### config.mk
export PLATFORM = sky130hd
export DESIGN_NAME = mem_bank_router_flat
export DESIGN_NICKNAME = d
export VERILOG_FILES = /design/src/rtl/mem_bank_router_if.sv /design/src/rtl/mem_bank_router.sv /design/src/flat_wrapper.sv
export SDC_FILE = /design/constraint.sdc
export NUM_CORES = 1
export LEC_CHECK = 0
export CORE_AREA = 2 2 93 77
export DETAILED_ROUTE_END_ITERATION = 6
export DIE_AREA = 0 0 95 79
export GPL_ROUTABILITY_DRIVEN = 0
export PLACE_DENSITY_LB_ADDON = 0.12
export SLEW_MARGIN = 20
export SYNTH_ARGS = -nofsm -noshare
export SYNTH_HDL_FRONTEND = slang
export SYNTH_SLANG_ARGS = --single-unit
### constraint.sdc
create_clock -name clk -period 2.5 [get_ports clk]
set_input_delay 0.5 -clock clk [delete_from_list [all_inputs] [get_ports clk]]
set_output_delay 0.5 -clock clk [all_outputs]
set_load 0.005 [all_outputs]
### src/rtl/mem_bank_router_if.sv
// Bundle of the two-master command/return bus and the N-bank RAM ports of mem_bank_router.
// The master modport is the environment side (requesters and RAMs). The slave modport is the router.
interface mem_bank_router_if #(
  parameter int N_BANKS = 2,
  parameter int ID_W    = 3,
  parameter int ADDR_W  = 8,
  parameter int DATA_W  = 8
);
  // Handshake: a command for master k transfers on a cycle where m_req[k] and m_ready[k] are both high.
  // m_req[k] and its id/addr/wdata/wren hold until that cycle. m_ready is a combinational function of m_req.
  logic [1:0]                m_req;
  logic [1:0]                m_ready;
  logic [2*ID_W-1:0]         m_id;
  logic [2*ADDR_W-1:0]       m_addr;
  logic [2*DATA_W-1:0]       m_wdata;
  logic [1:0]                m_wren;
  logic [1:0]                m_rvalid;
  logic [2*DATA_W-1:0]       m_rdata;
  logic [1:0]                m_err;
  logic [N_BANKS*ADDR_W-1:0] bank_addr;
  logic [N_BANKS*DATA_W-1:0] bank_data;
  logic [N_BANKS-1:0]        bank_wren;
  logic [N_BANKS*DATA_W-1:0] bank_q;

  modport master (
    output m_req, m_id, m_addr, m_wdata, m_wren, bank_q,
    input  m_ready, m_rvalid, m_rdata, m_err, bank_addr, bank_data, bank_wren
  );

  modport slave (
    input  m_req, m_id, m_addr, m_wdata, m_wren, bank_q,
    output m_ready, m_rvalid, m_rdata, m_err, bank_addr, bank_data, bank_wren
  );
endinterface

### src/rtl/mem_bank_router.sv
// Two-master round-robin router onto N single-port synchronous RAM banks with a read-return pipeline.
// Optional MEM_BANK_ROUTER_BCAST_EN: an all-ones id writes every bank at once (broadcast reads are invalid).
module mem_bank_router #(
  parameter int N_BANKS = 2,
  parameter int ID_W    = 3,
  parameter int ADDR_W  = 8,
  parameter int DATA_W  = 8,
  parameter int RD_LAT  = 1
) (
  input  logic             clk,
  input  logic             reset_n,
  mem_bank_router_if.slave bus
);

  typedef struct packed {
    logic            valid;
    logic            master;
    logic [ID_W-1:0] id;
    logic            err;
  } rd_tag_t;

  logic                      ptr_q, ptr_d;
  logic [N_BANKS*ADDR_W-1:0] bank_addr_q, bank_addr_d;
  logic [N_BANKS*DATA_W-1:0] bank_data_q, bank_data_d;
  logic [N_BANKS-1:0]        bank_wren_q, bank_wren_d;
  logic [1:0]                m_rvalid_q, m_rvalid_d;
  logic [1:0]                m_err_q, m_err_d;
  logic [2*DATA_W-1:0]       m_rdata_q, m_rdata_d;
  // Stage 0 is the bank-port cycle; stage RD_LAT is the cycle bank_q carries the read data.
  rd_tag_t                   pipe_q [RD_LAT+1];
  rd_tag_t                   pipe_d [RD_LAT+1];

  logic [1:0]        grant;
  logic              accept;
  logic              sel;
  logic [ID_W-1:0]   sel_id;
  logic [ADDR_W-1:0] sel_addr;
  logic [DATA_W-1:0] sel_wdata;
  logic              sel_wren;
  logic              id_valid;
  logic              is_bcast;
  logic              cmd_err;
  logic [DATA_W-1:0] tail_data;

  always_comb begin
    if (bus.m_req == 2'b11) grant = ptr_q ? 2'b10 : 2'b01;
    else                    grant = bus.m_req;
    accept    = |grant;
    sel       = grant[1];
    sel_id    = sel ? bus.m_id[2*ID_W-1:ID_W]       : bus.m_id[ID_W-1:0];
    sel_addr  = sel ? bus.m_addr[2*ADDR_W-1:ADDR_W] : bus.m_addr[ADDR_W-1:0];
    sel_wdata = sel ? bus.m_wdata[2*DATA_W-1:DATA_W] : bus.m_wdata[DATA_W-1:0];
    sel_wren  = sel ? bus.m_wren[1] : bus.m_wren[0];
    id_valid  = 32'(sel_id) < 32'(N_BANKS);
`ifdef MEM_BANK_ROUTER_BCAST_EN
    is_bcast  = (sel_id == {ID_W{1'b1}});
`else
    is_bcast  = 1'b0;
`endif
    // A broadcast write is legal; a broadcast read falls through to the invalid-id path.
    cmd_err   = ~id_valid & ~(is_bcast & sel_wren);

    ptr_d       = accept ? ~sel : ptr_q;
    bank_addr_d = bank_addr_q;
    bank_data_d = bank_data_q;
    bank_wren_d = '0;
    for (int b = 0; b < N_BANKS; b++) begin
      if (accept && ((id_valid && sel_id == ID_W'(b)) || (is_bcast && sel_wren))) begin
        bank_addr_d[b*ADDR_W +: ADDR_W] = sel_addr;
        bank_data_d[b*DATA_W +: DATA_W] = sel_wdata;
        bank_wren_d[b]                  = sel_wren;
      end
    end

    m_err_d = '0;
    if (accept && cmd_err) begin
      if (sel) m_err_d[1] = 1'b1;
      else     m_err_d[0] = 1'b1;
    end

    pipe_d[0].valid  = accept & ~sel_wren;
    pipe_d[0].master = sel;
    pipe_d[0].id     = sel_id;
    pipe_d[0].err    = cmd_err;
    for (int k = 1; k <= RD_LAT; k++) pipe_d[k] = pipe_q[k-1];

    // Invalid ids match no bank, so their returned data stays zero.
    tail_data = '0;
    for (int b = 0; b < N_BANKS; b++) begin
      if (!pipe_q[RD_LAT].err && pipe_q[RD_LAT].id == ID_W'(b))
        tail_data = bus.bank_q[b*DATA_W +: DATA_W];
    end

    m_rvalid_d = '0;
    m_rdata_d  = m_rdata_q;
    if (pipe_q[RD_LAT].valid) begin
      if (pipe_q[RD_LAT].master) begin
        m_rvalid_d[1]                  = 1'b1;
        m_rdata_d[2*DATA_W-1:DATA_W]   = tail_data;
      end else begin
        m_rvalid_d[0]                  = 1'b1;
        m_rdata_d[DATA_W-1:0]          = tail_data;
      end
    end
  end

  always_ff @(posedge clk or negedge reset_n) begin
    if (!reset_n) begin
      ptr_q       <= 1'b0;
      bank_addr_q <= '0;
      bank_data_q <= '0;
      bank_wren_q <= '0;
      m_rvalid_q  <= '0;
      m_err_q     <= '0;
      m_rdata_q   <= '0;
      for (int k = 0; k <= RD_LAT; k++) pipe_q[k] <= '0;
    end else begin
      ptr_q       <= ptr_d;
      bank_addr_q <= bank_addr_d;
      bank_data_q <= bank_data_d;
      bank_wren_q <= bank_wren_d;
      m_rvalid_q  <= m_rvalid_d;
      m_err_q     <= m_err_d;
      m_rdata_q   <= m_rdata_d;
      for (int k = 0; k <= RD_LAT; k++) pipe_q[k] <= pipe_d[k];
    end
  end

  assign bus.m_ready   = grant;
  assign bus.m_rvalid  = m_rvalid_q;
  assign bus.m_rdata   = m_rdata_q;
  assign bus.m_err     = m_err_q;
  assign bus.bank_addr = bank_addr_q;
  assign bus.bank_data = bank_data_q;
  assign bus.bank_wren = bank_wren_q;

endmodule

### src/flat_wrapper.sv
// flat-port wrapper written by rule: the top's interface ports become plain ports
module mem_bank_router_flat 
#(
  parameter int N_BANKS = 2,
  parameter int ID_W    = 3,
  parameter int ADDR_W  = 8,
  parameter int DATA_W  = 8,
  parameter int RD_LAT  = 1
)
  (clk, reset_n, bus_m_req, bus_m_id, bus_m_addr, bus_m_wdata, bus_m_wren, bus_bank_q, bus_m_ready, bus_m_rvalid, bus_m_rdata, bus_m_err, bus_bank_addr, bus_bank_data, bus_bank_wren);
  mem_bank_router_if #(.N_BANKS(N_BANKS), .ID_W(ID_W), .ADDR_W(ADDR_W), .DATA_W(DATA_W)) bus_i ();
  input  logic clk;
  input  logic reset_n;
  input wire logic [$bits(bus_i.m_req)-1:0] bus_m_req;
  input wire logic [$bits(bus_i.m_id)-1:0] bus_m_id;
  input wire logic [$bits(bus_i.m_addr)-1:0] bus_m_addr;
  input wire logic [$bits(bus_i.m_wdata)-1:0] bus_m_wdata;
  input wire logic [$bits(bus_i.m_wren)-1:0] bus_m_wren;
  input wire logic [$bits(bus_i.bank_q)-1:0] bus_bank_q;
  output wire logic [$bits(bus_i.m_ready)-1:0] bus_m_ready;
  output wire logic [$bits(bus_i.m_rvalid)-1:0] bus_m_rvalid;
  output wire logic [$bits(bus_i.m_rdata)-1:0] bus_m_rdata;
  output wire logic [$bits(bus_i.m_err)-1:0] bus_m_err;
  output wire logic [$bits(bus_i.bank_addr)-1:0] bus_bank_addr;
  output wire logic [$bits(bus_i.bank_data)-1:0] bus_bank_data;
  output wire logic [$bits(bus_i.bank_wren)-1:0] bus_bank_wren;
  assign bus_i.m_req = bus_m_req;
  assign bus_i.m_id = bus_m_id;
  assign bus_i.m_addr = bus_m_addr;
  assign bus_i.m_wdata = bus_m_wdata;
  assign bus_i.m_wren = bus_m_wren;
  assign bus_i.bank_q = bus_bank_q;
  assign bus_m_ready = bus_i.m_ready;
  assign bus_m_rvalid = bus_i.m_rvalid;
  assign bus_m_rdata = bus_i.m_rdata;
  assign bus_m_err = bus_i.m_err;
  assign bus_bank_addr = bus_i.bank_addr;
  assign bus_bank_data = bus_i.bank_data;
  assign bus_bank_wren = bus_i.bank_wren;
  mem_bank_router #(.N_BANKS(N_BANKS), .ID_W(ID_W), .ADDR_W(ADDR_W), .DATA_W(DATA_W), .RD_LAT(RD_LAT)) u_core (.clk(clk), .reset_n(reset_n), .bus(bus_i));
endmodule
**Word level (Yosys, flattened, before mapping)**

Index checks and enable logic that the tools add are counted.

- Register bits after elaboration: 67
- Input bits: 60
- Output and inout bits: 56
- Word-level logic and storage cells: 56

- Order comparisons: 1
- Equal/unequal tests: 3
- Multiplexer cells: 16
- Bitwise gates (word level): 5
- Reduce and logical (&&, ||, !) cells: 13

Operators with widths:

| operator | number |
|---|---|
| $mux 8 | 4 |
| $mux 2 | 4 |
| $logic_and 1x1->1 | 7 |
| $mux 1 | 7 |
| $eq 3x1->1 const B | 2 |
| $logic_not 3->1 | 2 |
| $not 1->1 | 4 |
| $reduce_and 2->1 | 2 |
| $lt 3x2->1 const B | 1 |
| $mux 3 | 1 |
| $eq 2x2->1 const B | 1 |
| $reduce_or 2->1 | 1 |
| $and 1x1->1 | 1 |
| $logic_not 1->1 | 1 |

**Longest topological paths before layout**

- Depth after elaboration: 7
- Gate-level depth with buffers: 8
- Depth with buffers taken out: 6

**Least setup slack after synthesis**

No wires, ideal clock.

- Path type: input to register
- Start: in bus_m_req[0]
- End: reg u_core.bank_addr_q[0], in the netlist u_core.bus.bank_addr[0]
- Library setup time: 0.125 ns
- Arrival time: 1.661 ns
- Required time: 2.375 ns
- Setup slack: 0.714 ns
- Cell stages on the path: 5
- Buffers on the path: 1
- Cell sequence: nand2b_4 -> and3_4 -> nor3_2 -> buf_6 -> mux2_2

- Word-level cells in the longest chain between the ends: 6
- Elaborated cells between the ends (all ways): 9
- Those cells by class: order compare: 1; eq/ne: 1; mux: 3; reduce/logical: 4

RTL lines:

| what | line | text |
|---|---|---|
| from (decl) | flat_wrapper.sv:14 | `input wire logic [$bits(bus_i.m_req)-1:0] bus_m_req;` |
| $eq 2x2->1 | mem_bank_router.sv:46 | `if (bus.m_req == 2'b11) grant = ptr_q ? 2'b10 : 2'b01;` |
| $mux 2 * | mem_bank_router.sv:46 |  |
| $mux 3 | mem_bank_router.sv:50 | `sel_id = sel ? bus.m_id[2*ID_W-1:ID_W] : bus.m_id[ID_W-1:0];` |
| $lt 3x2->1 / $logic_not 3->1 (equally long branches) | mem_bank_router.sv:54, mem_bank_router.sv:68 |  |
| $logic_and 1x1->1 (2 in series) | mem_bank_router.sv:68 | `if (accept && ((id_valid && sel_id == ID_W'(b)) \|\| (is_bcast && sel_wren))) begin` |
| to (signal assigned) | mem_bank_router.sv:119 | `bank_addr_q <= bank_addr_d;` |
| to (decl) | mem_bank_router.sv:23 | `logic [N_BANKS*ADDR_W-1:0] bank_addr_q, bank_addr_d;` |

Every way passes the cells marked *; elsewhere a longest branch is shown, timed or not.
A chain may end at the register's enable or synchronous reset.

**Worst setup path after layout**

- Start: in bus_m_req[1]
- End: out bus_m_ready[1]

- Word-level cells in the longest chain between the ends: 2

RTL lines:

| what | line | text |
|---|---|---|
| $eq 2x2->1 | mem_bank_router.sv:46 |  |
| $mux 2 * | mem_bank_router.sv:46 |  |
| to (decl) | flat_wrapper.sv:20 | `output wire logic [$bits(bus_i.m_ready)-1:0] bus_m_ready;` |

Marked as above.

==> PnR_summary.wiki <==
{| class="wikitable"
! Metric !! Value
|-
| Status || completed
|-
| Number of buffers added by the clock tree synthesis step || 9
|-
| Final setup violating endpoints || 0
|-
| Syn Std Cell Area || ~2800 sq um
|-
| Half-perimeter wire length after placement || 4.41 mm
|-
| Global-route wire length before repair || approximately 10 mm
|-
| Cts hold-fix bufs || 0
|-
| Final slew viol count || 0
|-
| Series of cell instances along the critical path || clkdlybuf4s50_1, nand2_1, inv_1, clkdlybuf4s50_1
|-
| Critical path data arrival time || 1830 ps
|-
| Initial antenna violation count || 0
|-
| Count of antenna diodes in the layout || 0
|-
| Most instantiated library cell after synthesis || sky130_fd_sc_hd__dfrtp_1
|-
| Cell area power density || about 760 nW/um^2
|-
| Proportion of layout cells with a drive suffix above 1 || between 20% and 30%
|-
| Number of filler instances in the final layout || roughly 550
|-
| Number of flip-flops and latches in the synthesized netlist || between 60 and 70
|-
| Register Area || 1680 sq um
|-
| Die area || approximately 7500 sq um
|-
| Part of the power in combinational logic || 29.0%
|-
| H-tree depth || 3
|-
| Unrepaired setup endpoints after global routing || false
|-
| Top cell type by total area after synthesis || sky130_fd_sc_hd__dfrtp_1
|-
| Share of the yosys chip area belonging to registers || around three fifths
|-
| CTS Root Buffer Type || sky130_fd_sc_hd__clkbuf_8
|-
| Type of the setup path with the least slack || input pin to output pin
|-
| Hold/Removal Path Class || input pin to asynchronous set/reset pin
|-
| Number of enable-type register cells in the synthesized netlist || 0
|-
| Worst VDD drop || about 0.00045 V
|-
| Top flip-flop cell by instance count after synthesis || sky130_fd_sc_hd__dfrtp_1
|-
| Fraction of post-synthesis cell area in the top cell type by area || 60.3%
|-
| Clock period minus worst slack || between 2000 and 2500 ps
|-
| Critical path peak fanout || 6
|-
| Height of the chip || around 79 um
|-
| Required time at the endpoint of the critical path || 2000 ps
|-
| Residual antenna-violating net count after detailed routing || 0
|-
| Unique masters post-synth || 28
|-
| CTS Buffer Depth || 2
|-
| Vias per cell || about 4.8
|-
| Number of nets at the end of the flow || a little under 400
|-
| Share of power burned in the clock network || roughly a quarter
|-
| Number of instances in the synthesized netlist || about 210
|-
| Total of buffers placed on input and output ports || about 120
|-
| # Max-Cap Violations || 0
|-
| Clk sink count || between 60 and 70
|-
| Post-cts repair resize count || 0
|-
| Achievable clock frequency || ~430 MHz
|-
| Max-slew headroom at the worst pin || a little under two thirds
|-
| Total internal power || ~2.5 mW
|-
| Length of the first detailed-routing pass in iterations || 5
|-
| Tcrit/Tclk final || between 90% and 100%
|-
| Final Hold Viols || 0
|-
| Clock Skew || slightly below 4 ps
|-
| Switching power share of the total || around 24%
|-
| Post-route cell area || 4250 sq um
|-
| Global-route usage over all layers || 17.4%
|-
| Cell repeated most along the worst path || sky130_fd_sc_hd__clkdlybuf4s50_1
|-
| Area used by multi-input combinational logic || slightly above 1000 sq um
|-
| Mean area per synthesized cell || 13.6 sq um
|-
| Std-Cell Rows || 27
|-
| First element of the critical path || bus_m_req[1]
|-
| Measured slew at the worst slew-check pin || ~540 ps
|-
| Total setup buffers inserted after CTS || 0
|-
| Total negative slack || 0 ps
|-
| Proportion of power drawn by flip-flops and latches || between 40% and 50%
|-
| Critical path launch point type || input pin
|-
| Pin count of the biggest net entering global routing || roughly 70
|-
| DP Area || between 4000 and 5000 sq um
|-
| DR vias || ~2000
|-
| Clock transition at the registers of the reported paths || around 70 ps
|-
| Crit path buf inv count || 3
|-
| Gr ovfl total || 0
|-
| Net load switching power || between 0.7 and 0.8 mW
|-
| CP endpoint kind || output pin
|-
| Starting density of the core || a little over two fifths
|-
| Worst path slowest cell || sky130_fd_sc_hd__clkdlybuf4s50_1
|-
| Average wire per cell in the routed design || between 10 and 15 um
|-
| I/O pins || roughly 120
|-
| YS warnings || 0
|-
| CTS tree || built
|-
| DR iter-0 viols || between 100 and 150
|-
| Largest cells by area after synthesis || sky130_fd_sc_hd__dfrtp_1 (60%), sky130_fd_sc_hd__mux2_2 (19%), sky130_fd_sc_hd__mux2_4 (5.4%)
|-
| Family of cells with the greatest summed delay on the critical path || buffers and inverters
|-
| Delay of the slowest cell on the worst path || 570 ps
|-
| Final routed DRC violation total || 0
|-
| Post-synth top cells || sky130_fd_sc_hd__dfrtp_1 (67), sky130_fd_sc_hd__mux2_2 (46), sky130_fd_sc_hd__nand2_1 (27)
|-
| Core region area || ~6700 sq um
|-
| Syn-to-layout area delta || 52.8%
|-
| Synth Net Count || between 200 and 300
|-
| Worst reg2reg startpoint || u_core.ptr_q
|-
| Share of synthesized flip-flops with an asynchronous set or reset || 100%
|-
| Die Width || 95 um
|-
| Static leakage || roughly 1.8 nW
|-
| Clk_lat worst skew || 330 ps
|-
| Number of global-route vias before repair || 2054
|-
| Overall routed net length || between 5 and 6 mm
|}
registers in the layout (all words and copies together), names as in the netlist, 2 cells and up:
| signal | count |
|---|---|
| u_core.bus.m_rvalid | 2 |
| u_core.bus.bank_addr | 16 |
| u_core.pipe_d | 6 |
| u_core.pipe_q | 6 |
| u_core.bus.bank_wren | 2 |
| u_core.bus.m_rdata | 16 |
| u_core.bus.m_err | 2 |
| u_core.bus.bank_data | 16 |
final cells by class:
cell class / count / area share [%]
repair buffers: 122 / 29.1
flip-flops and latches: 67 / 39.4
well taps: 87 / 2.56
clock inverters: 5 / 1.24
multi-input cells: 124 / 23.9
inverters: 5 / 0.441
clock buffers: 11 / 3.33
routing by layer:
| metal | GRT usage [%] | part of all wire [%] |
|---|---|---|
| met1 | 23.0 | 45 |
| met2 | 26.7 | 46 |
| met3 | 7.31 | 8.1 |
| met4 | 4.20 | 0.67 |
| met5 | 0 | 0 |
path summary, 6_finish.rpt:
| kind | end | slack [ps] | cells past startpoint |
|---|---|---|---|
| min reg2reg | u_core.pipe_q[0] | 350 | 0 |
| max reg2reg | u_core.bus.bank_addr[12] | 780 | 5 |
| min | u_core.bus.m_rdata[14] | 170 | 2 |
| min in group clk | u_core.pipe_q[0] | 350 | 0 |
| max | bus_m_ready[1] | 170 | 4 |
| max in group asynchronous | u_core.bus.m_err[1] | 2040 | 2 |
stage by stage:
| stage | std cells | power [mW] | utilization (%) | worst slack (ps) | hold WS, ps |
|---|---|---|---|---|---|
| after global placement | 405 | 2.39 | 61.0 | 200 | 332 |
| after floorplan | 205 | 1.78 | - | 714 | 204 |
| after detailed placement | 405 | 2.42 | 61.0 | 175 | 336 |
| final | 421 | 3.25 | 63.9 | 172 | 175 |
| after CTS | 421 | 3.30 | 63.9 | 172 | 179 |
| after global routing | 421 | 3.45 | 63.9 | 91.5 | 189 |
cells in the final DEF (no fill, tap or decap):
cell type                           n
sky130_fd_sc_hd__a21boi_1           1
sky130_fd_sc_hd__a21oi_1            2
sky130_fd_sc_hd__a31oi_1            1
sky130_fd_sc_hd__a32oi_1            1
sky130_fd_sc_hd__and3_2             1
sky130_fd_sc_hd__and3_4             1
sky130_fd_sc_hd__buf_12             3
sky130_fd_sc_hd__buf_2              1
sky130_fd_sc_hd__buf_4              4
sky130_fd_sc_hd__bufinv_16          1
sky130_fd_sc_hd__clkbuf_1           1
sky130_fd_sc_hd__clkbuf_8          10
sky130_fd_sc_hd__clkdlybuf4s50_1  114
sky130_fd_sc_hd__clkinv_2           3
sky130_fd_sc_hd__clkinvlp_4         1
sky130_fd_sc_hd__dfrtp_1           67
sky130_fd_sc_hd__inv_1              4
sky130_fd_sc_hd__inv_2              1
sky130_fd_sc_hd__mux2_1             2
sky130_fd_sc_hd__mux2_2            46
sky130_fd_sc_hd__mux2_4            10
sky130_fd_sc_hd__nand2_1           27
sky130_fd_sc_hd__nand2_2            1
sky130_fd_sc_hd__nand2b_1           1
sky130_fd_sc_hd__nand2b_4           1
sky130_fd_sc_hd__nor2_1             7
sky130_fd_sc_hd__nor3_1             3
sky130_fd_sc_hd__nor3_2             1
sky130_fd_sc_hd__o21ai_0           16
sky130_fd_sc_hd__o21ba_1            1
sky130_fd_sc_hd__o22ai_1            1
power by group through the flow:
stage / logic (mW) / clock network (mW) / registers (mW)
3_3_place_gp: 0.944 / 0 / 1.45
6_report: 0.943 / 0.867 / 1.44
5_1_grt: 1.02 / 0.960 / 1.47
4_1_cts: 0.963 / 0.898 / 1.44
2_1_floorplan: 0.330 / 0 / 1.45
3_5_place_dp: 0.959 / 0 / 1.46
cells by family (layout without fill, tap and decap cells):
kind of cell,Yosys count,after routing,synth area share [%]
compound gates,23,23,4.63
buf+inv,14,143,3.19
flops,67,67,60.3
mux,58,58,24.8
simple gates,43,43,7.10
(Power assumes the default switching activity.)
